[src/rtl/dd_incoming_pipe.sv]
// rtl/dd_incoming_pipe.sv - two-stage cumulative/selective ack pipeline for an incoming flow window
//
// Purpose: takes one ack packet per cycle (a cumulative ack plus up to NUM_SACK
// selective acks) together with the flow's current window context. It produces the
// advanced window context, the merged acked bitmap and the counts of newly
// acknowledged slots. Stage 1 advances the window and counts cumulative acks.
// Stage 2 qualifies and merges the selective acks and holds the outputs.
//
// Ports:
//   clk, rst_n                      clock, synchronous active-low reset
//   in_valid / in_ready             input handshake
//   cumulative_ack_in               cumulative ack sequence number
//   sack_in, sack_val_in            selective acks (slot k at [k*W +: W]) and present flags
//   acked_wnd_in                    per-slot acked bitmap of the current window
//   wnd_start_ind_in, wnd_start_in  window start bitmap index / sequence number
//   wnd_size_in                     window size in slots (at most FLOW_WIN_SIZE-1)
//   out_valid / out_ready           output handshake
//   valid_sack_out                  per-slot selective ack accepted flag
//   new_c_acks_cnt, new_s_acks_cnt  newly acked slots by cumulative / selective ack
//   ack_err_out                     cumulative ack beyond the window end
//   acked_wnd_out, wnd_start_ind_out, wnd_start_out   updated window context

module dd_incoming_pipe #(
    parameter int FLOW_WIN_SIZE  = 128,
    parameter int FLOW_WIN_IND_W = 8,
    parameter int FLOW_SEQ_NUM_W = 32,
    parameter int NUM_SACK       = 2
) (
    input  logic                               clk,
    input  logic                               rst_n,
    input  logic                               in_valid,
    output logic                               in_ready,
    input  logic [FLOW_SEQ_NUM_W-1:0]          cumulative_ack_in,
    input  logic [NUM_SACK*FLOW_SEQ_NUM_W-1:0] sack_in,
    input  logic [NUM_SACK-1:0]                sack_val_in,
    input  logic [FLOW_WIN_SIZE-1:0]           acked_wnd_in,
    input  logic [FLOW_WIN_IND_W-1:0]          wnd_start_ind_in,
    input  logic [FLOW_SEQ_NUM_W-1:0]          wnd_start_in,
    input  logic [FLOW_WIN_IND_W-1:0]          wnd_size_in,
    output logic                               out_valid,
    input  logic                               out_ready,
    output logic [NUM_SACK-1:0]                valid_sack_out,
    output logic [FLOW_WIN_IND_W-1:0]          new_c_acks_cnt,
    output logic [FLOW_WIN_IND_W-1:0]          new_s_acks_cnt,
    output logic                               ack_err_out,
    output logic [FLOW_WIN_SIZE-1:0]           acked_wnd_out,
    output logic [FLOW_WIN_IND_W-1:0]          wnd_start_ind_out,
    output logic [FLOW_SEQ_NUM_W-1:0]          wnd_start_out
);

    localparam int LW = FLOW_WIN_IND_W - 1;
    localparam int SW = FLOW_SEQ_NUM_W;
    localparam int IW = FLOW_WIN_IND_W;

    typedef logic [LW-1:0] idx_t;

    // ------------------------------------------------------------------
    // Flow control
    // ------------------------------------------------------------------
    logic s1_valid_q;
    logic s2_valid_q;
    logic s1_advance;

    // Stage 1 may hand its packet on whenever stage 2 is empty or being drained.
    assign s1_advance = !s2_valid_q || out_ready;
    // Gated by rst_n so nothing is accepted while reset is held.
    assign in_ready   = rst_n && (!s1_valid_q || s1_advance);
    assign out_valid  = s2_valid_q;

    // ------------------------------------------------------------------
    // Stage 1: window advance, window mask, cumulative-ack count
    // ------------------------------------------------------------------
    idx_t                ind_in_lo;
    logic [SW-1:0]       size_in_ext;
    logic                s1_err_d;
    logic [SW-1:0]       s1_ws_out_d;
    idx_t                s1_ind_out_d;
    idx_t                s1_new_len;
    logic [FLOW_WIN_SIZE-1:0] s1_win_mask_d;
    logic [IW-1:0]       s1_c_cnt_d;
    idx_t                s1_idx_bias_d;

    logic                s1_err_q;
    logic [SW-1:0]       s1_ws_out_q;
    idx_t                s1_ind_out_q;
    logic [FLOW_WIN_SIZE-1:0] s1_win_mask_q;
    logic [IW-1:0]       s1_c_cnt_q;
    logic [IW-1:0]       s1_size_q;
    idx_t                s1_idx_bias_q;
    logic [FLOW_WIN_SIZE-1:0] s1_acked_q;
    logic [NUM_SACK*SW-1:0]   s1_sack_q;
    logic [NUM_SACK-1:0] s1_sack_val_q;

    // The index MSB is always zero by construction; it is never needed.
    logic unused_ind_msb;
    assign unused_ind_msb = wnd_start_ind_in[FLOW_WIN_IND_W-1];

    assign ind_in_lo   = wnd_start_ind_in[LW-1:0];
    assign size_in_ext = SW'(wnd_size_in);

    always_comb begin
        s1_err_d    = cumulative_ack_in > (wnd_start_in + size_in_ext);
        s1_ws_out_d = wnd_start_in;
        if (!s1_err_d && (cumulative_ack_in > wnd_start_in)) begin
            s1_ws_out_d = cumulative_ack_in;
        end
        // On error or a stale ack the start does not move, so the index stays put
        // and the newly-acked span collapses to zero length.
        s1_ind_out_d  = ind_in_lo + s1_ws_out_d[LW-1:0] - wnd_start_in[LW-1:0];
        s1_new_len    = s1_ind_out_d - ind_in_lo;
        // Folding (ind - start) here lets stage 2 map a sack to its slot with one add.
        s1_idx_bias_d = ind_in_lo - wnd_start_in[LW-1:0];
        s1_win_mask_d = '0;
        s1_c_cnt_d    = '0;
        for (int i = 0; i < FLOW_WIN_SIZE; i++) begin
            // Distance of slot i from the region start, modulo the window size,
            // handles wrap through index 0 for both masks.
            s1_win_mask_d[i] = {1'b0, idx_t'(idx_t'(i) - s1_ind_out_d)} < wnd_size_in;
            if (((idx_t'(i) - ind_in_lo) < s1_new_len) && !acked_wnd_in[i]) begin
                s1_c_cnt_d = s1_c_cnt_d + IW'(1);
            end
        end
    end

    always_ff @(posedge clk) begin
        if (!rst_n) begin
            s1_valid_q    <= 1'b0;
            s1_err_q      <= 1'b0;
            s1_ws_out_q   <= '0;
            s1_ind_out_q  <= '0;
            s1_win_mask_q <= '0;
            s1_c_cnt_q    <= '0;
            s1_size_q     <= '0;
            s1_idx_bias_q <= '0;
            s1_acked_q    <= '0;
            s1_sack_q     <= '0;
            s1_sack_val_q <= '0;
        end else begin
            if (in_ready) begin
                s1_valid_q <= in_valid;
            end
            if (in_ready && in_valid) begin
                s1_err_q      <= s1_err_d;
                s1_ws_out_q   <= s1_ws_out_d;
                s1_ind_out_q  <= s1_ind_out_d;
                s1_win_mask_q <= s1_win_mask_d;
                s1_c_cnt_q    <= s1_c_cnt_d;
                s1_size_q     <= wnd_size_in;
                s1_idx_bias_q <= s1_idx_bias_d;
                s1_acked_q    <= acked_wnd_in;
                s1_sack_q     <= sack_in;
                s1_sack_val_q <= sack_val_in;
            end
        end
    end

    // ------------------------------------------------------------------
    // Stage 2: selective ack qualification and merge
    // ------------------------------------------------------------------
    logic [SW-1:0]       sack_seq [NUM_SACK];
    idx_t                sack_idx [NUM_SACK];
    logic [SW-1:0]       s1_win_end;
    logic [NUM_SACK-1:0] s2_vs_d;
    logic [FLOW_WIN_SIZE-1:0] s2_hit;
    logic [IW-1:0]       s2_s_cnt_d;
    logic [FLOW_WIN_SIZE-1:0] s2_acked_d;

    logic [NUM_SACK-1:0] s2_vs_q;
    logic [IW-1:0]       s2_c_cnt_q;
    logic [IW-1:0]       s2_s_cnt_q;
    logic                s2_err_q;
    logic [FLOW_WIN_SIZE-1:0] s2_acked_q;
    idx_t                s2_ind_q;
    logic [SW-1:0]       s2_ws_q;

    for (genvar k = 0; k < NUM_SACK; k++) begin : g_sack
        assign sack_seq[k] = s1_sack_q[k*SW +: SW];
        assign sack_idx[k] = sack_seq[k][LW-1:0] + s1_idx_bias_q;
    end

    assign s1_win_end = s1_ws_out_q + SW'(s1_size_q);

    always_comb begin
        s2_vs_d    = '0;
        s2_hit     = '0;
        s2_s_cnt_d = '0;
        for (int k = 0; k < NUM_SACK; k++) begin
            s2_vs_d[k] = !s1_err_q && s1_sack_val_q[k]
                         && (sack_seq[k] > s1_ws_out_q) && (sack_seq[k] < s1_win_end)
                         && !s1_acked_q[sack_idx[k]];
            // A repeat of an already accepted lower slot is not counted twice.
            for (int j = 0; j < k; j++) begin
                if (s2_vs_d[j] && (sack_seq[j] == sack_seq[k])) begin
                    s2_vs_d[k] = 1'b0;
                end
            end
            if (s2_vs_d[k]) begin
                s2_hit[sack_idx[k]] = 1'b1;
                s2_s_cnt_d          = s2_s_cnt_d + IW'(1);
            end
        end
        // An erroneous packet leaves the bitmap exactly as it arrived.
        s2_acked_d = s1_err_q ? s1_acked_q : (s1_win_mask_q & (s1_acked_q | s2_hit));
    end

    always_ff @(posedge clk) begin
        if (!rst_n) begin
            s2_valid_q <= 1'b0;
            s2_vs_q    <= '0;
            s2_c_cnt_q <= '0;
            s2_s_cnt_q <= '0;
            s2_err_q   <= 1'b0;
            s2_acked_q <= '0;
            s2_ind_q   <= '0;
            s2_ws_q    <= '0;
        end else if (s1_advance) begin
            s2_valid_q <= s1_valid_q;
            if (s1_valid_q) begin
                s2_vs_q    <= s2_vs_d;
                s2_c_cnt_q <= s1_c_cnt_q;
                s2_s_cnt_q <= s2_s_cnt_d;
                s2_err_q   <= s1_err_q;
                s2_acked_q <= s2_acked_d;
                s2_ind_q   <= s1_ind_out_q;
                s2_ws_q    <= s1_ws_out_q;
            end
        end
    end

    assign valid_sack_out    = s2_vs_q;
    assign new_c_acks_cnt    = s2_c_cnt_q;
    assign new_s_acks_cnt    = s2_s_cnt_q;
    assign ack_err_out       = s2_err_q;
    assign acked_wnd_out     = s2_acked_q;
    assign wnd_start_ind_out = {1'b0, s2_ind_q};
    assign wnd_start_out     = s2_ws_q;

endmodule
[config.mk]
export PLATFORM = sky130hd
export DESIGN_NAME = dd_incoming_pipe
export DESIGN_NICKNAME = d
export VERILOG_FILES = /design/src/rtl/dd_incoming_pipe.sv
export SDC_FILE = /design/constraint.sdc
export NUM_CORES = 2
export LEC_CHECK = 0
export ABC_AREA = 1
export BUFFER_PORTS_ARGS = -buffer_cell sky130_fd_sc_hd__clkbuf_2
export CELL_PAD_IN_SITES_DETAIL_PLACEMENT = 2
export CELL_PAD_IN_SITES_GLOBAL_PLACEMENT = 2
export CORE_MARGIN = 2
export CORE_UTILIZATION = 31
export CTS_CLUSTER_DIAMETER = 60
export DETAILED_ROUTE_END_ITERATION = 10
export GPL_TIMING_DRIVEN = 0
export PLACE_DENSITY = 0.77
export SLEW_MARGIN = 20
export SYNTH_ARGS = -nofsm -noshare
export SYNTH_HDL_FRONTEND = slang
export SYNTH_SLANG_ARGS = --single-unit
export TNS_END_PERCENT = 10
[constraint.sdc]
create_clock -name clk -period 93.9 [get_ports clk]
set_clock_uncertainty 0.2 [all_clocks]
set_input_delay 28.17 -clock clk [delete_from_list [all_inputs] [get_ports clk]]
set_output_delay 28.17 -clock clk [all_outputs]
set_load 0.03 [all_outputs]
==> metrics <==
Arr. time, crit path 93.13 ns; Cells after Synth 12800; Detailed Route Iter0 Violations 4630; run status finished clean; Netlist cell types 72; Num Clock Sinks 567; # IOs 467; Min-Delay Path Class flop to flop; initial antenna violation count 35; FFs w/ async S/R, synth 0%; Critical Path End Type flop; Num CTS Buffers 70; Synth warnings 0; slowest stage cell, crit path fa_1; DR vias 91200; Max Freq 10.8 MHz; layout cells sized above 1 21.6%; post-synthesis average cell area 6.11 µm²; final hold violations 0; Post-synth EDFFs 0; Remaining Overflow, GRT 0; endpoints failing setup 0; vias in the first global route 96100; Placeable Area 251000 µm²; Skew-Pair Late Insertion Delay 0.70 ns; port bufs 457; HPWL after DPL 358 mm; initial core utilization 31.1%; Worst EP required 94.29 ns; Placement Setup Slack -13.08 ns; CP peak stage delay 0.51 ns; CTS tree yes; Synth Flop Type dfxtp_1; Max Cap Viol 0; Slew Limit Fails 0; H-tree Lvls 3; # DRC 0; post-synth top area share 14.6%; Max FO, Critical Path 8; die area 256000 µm²; GPL Wtd Cong 0.983; largest cells by area after synthesis dfxtp_1, ha_1, nand2_1; DRT antenna net count 0; min Tclk post-route 92.74 ns; sequential cell area 11400 µm²; worst slew pin tran 1.29 ns; Vias/cell 5.34; first-pass GRT wire length 616 mm; most frequent CP cell nand2_2; overall routing resource usage 31.9%; Die X-Extent 506 µm; setup ws final 1.16 ns; largest net degree at the start of global routing 89; hold slack 0.268 ns; Commonest cells post-synth nand2_1, inv_1, nand3_1, nor2_1, ha_1; Area Growth Syn to Fin 21.2%; fill count 30800; top-count cell post-synth nand2_1; Post-Route WL 440 mm; kind of critical path input port to flop; Worst Setup Start Kind input port; multi-input logic area 60000 µm²; NumNets Final 14800; Std-Cell Rows 184; 1st-pass router iterations 5; Sum Neg Setup Slack 0 ns; die height 506 µm; area leader, netlist dfxtp_1; mapped cell area 78000 µm²; Root Driver clkbuf_16; wire per inst 25.7 µm; sequential share of the synthesized area 14.6%; Clock Path Buffers 3; Yosys reg bits 567; CTS clk-pin slew, worst paths 0.06 ns; Slew HR 13.7%; period utilization 98.8%
[registers in the layout (all words and copies together), names as in the netlist]
name,cells
acked_wnd_out,128
s1_acked_q,128
s1_win_mask_q,128
s1_sack_q,64
s1_ws_out_q,32
wnd_start_out,32
new_c_acks_cnt,8
s1_c_cnt_q,8
s1_size_q,8
s1_idx_bias_q,7
s1_ind_out_q,7
s2_ind_q,7
new_s_acks_cnt,2
s1_sack_val_q,2
valid_sack_out,2
ack_err_out,1
out_valid,1
s1_err_q,1
s1_valid_q,1
[per-layer routing]
layer | track usage (%) | part of all wire [%] | up-vias
met5 | 0 | 0.011 | -
li1 | - | - | 42700
met3 | 3.33 | 4.1 | 808
met2 | 55.8 | 49 | 2114
met1 | 37.7 | 40 | 45600
met4 | 18.2 | 6.8 | 8
[logic make-up after synthesis]
logic type / Yosys count / share of synthesized area [%]
AO/OA/AOI/OAI: 1790 / 13.2
XOR/XNOR: 312 / 3.50
adder cells (fa/ha/maj): 905 / 14.6
buffers and inverters: 2889 / 14.1
flip-flops: 567 / 14.6
multiplexers: 1 / 0.0128
other: 1 / 0.00481
AND/OR/NAND/NOR: 6299 / 40.0
[critical path, delay by kind of cell]
kind | cells | cell delay (ns)
buffers and inverters | 122 | 7.31
adder cells (fa/ha/maj) | 72 | 17.44
AND/OR/NAND/NOR | 342 | 37.06
AO/OA/AOI/OAI | 19 | 2.41
XOR/XNOR | 2 | 0.40
[worst paths after layout]
kind / from / endpoint / slack (ns) / cells after the start
worst max-delay path: wnd_start_in[0] / s1_c_cnt_q[7] / 1.16 / 557
worst min-delay path: acked_wnd_out[85] / acked_wnd_out[85] / 0.27 / 2
worst max register to register: s1_ws_out_q[0] / acked_wnd_out[77] / 83.96 / 36
worst min register to register: acked_wnd_out[85] / acked_wnd_out[85] / 0.27 / 2
[cell type report]
class                           instances  share of cell area [%]
Inverter                             2585                    10.3
Clock buffer                           89                    2.05
Tap cell                             3348                    4.43
Buffer                                301                    1.37
Sequential cell                       567                    12.0
Timing Repair Buffer                  830                    5.72
Antenna cell                           12                  0.0318
Clock inverter                         38                   0.545
Multi-Input combinational cell       9314                    63.5
[through the flow]
step                instances  instance area (µm²)  utilization, %
detailed placement      16600                85100            34.0
finish                  17100                94500            37.7
global route            17100                94500            37.7
floorplan               12800                78300               -
global placement        16600                84700            33.8
CTS                     16900                90300            36.0
[cell usage in the layout, fill, tap and decap left out, types with 96 or more instances in the layout]
master,count
a21oi_1,601
a31oi_1,134
buf_4,352
clkbuf_1,255
clkbuf_2,463
dfxtp_1,567
ha_1,781
ha_4,100
inv_1,2283
inv_2,276
nand2_1,2569
nand2_2,570
nand2_4,339
nand3_1,1134
nand3_2,275
nand3_4,125
nor2_1,920
o21ai_0,543
o221ai_1,137
o22ai_1,189
or2_4,96
xor2_1,252
[what timing repair did]
item | in CTS | in global routing
pin swaps | 189 | 574
hold buffers | 0 | 0
setup buffers | 188 | 166
gates cloned | 5 | 1
endpoints found under the setup margin | 7 | 7
gates resized for setup | 336 | 720
Power is left out: the tool's default activity adds up to more than one toggle a clock period on the data nets, which glitch-free logic cannot reach.
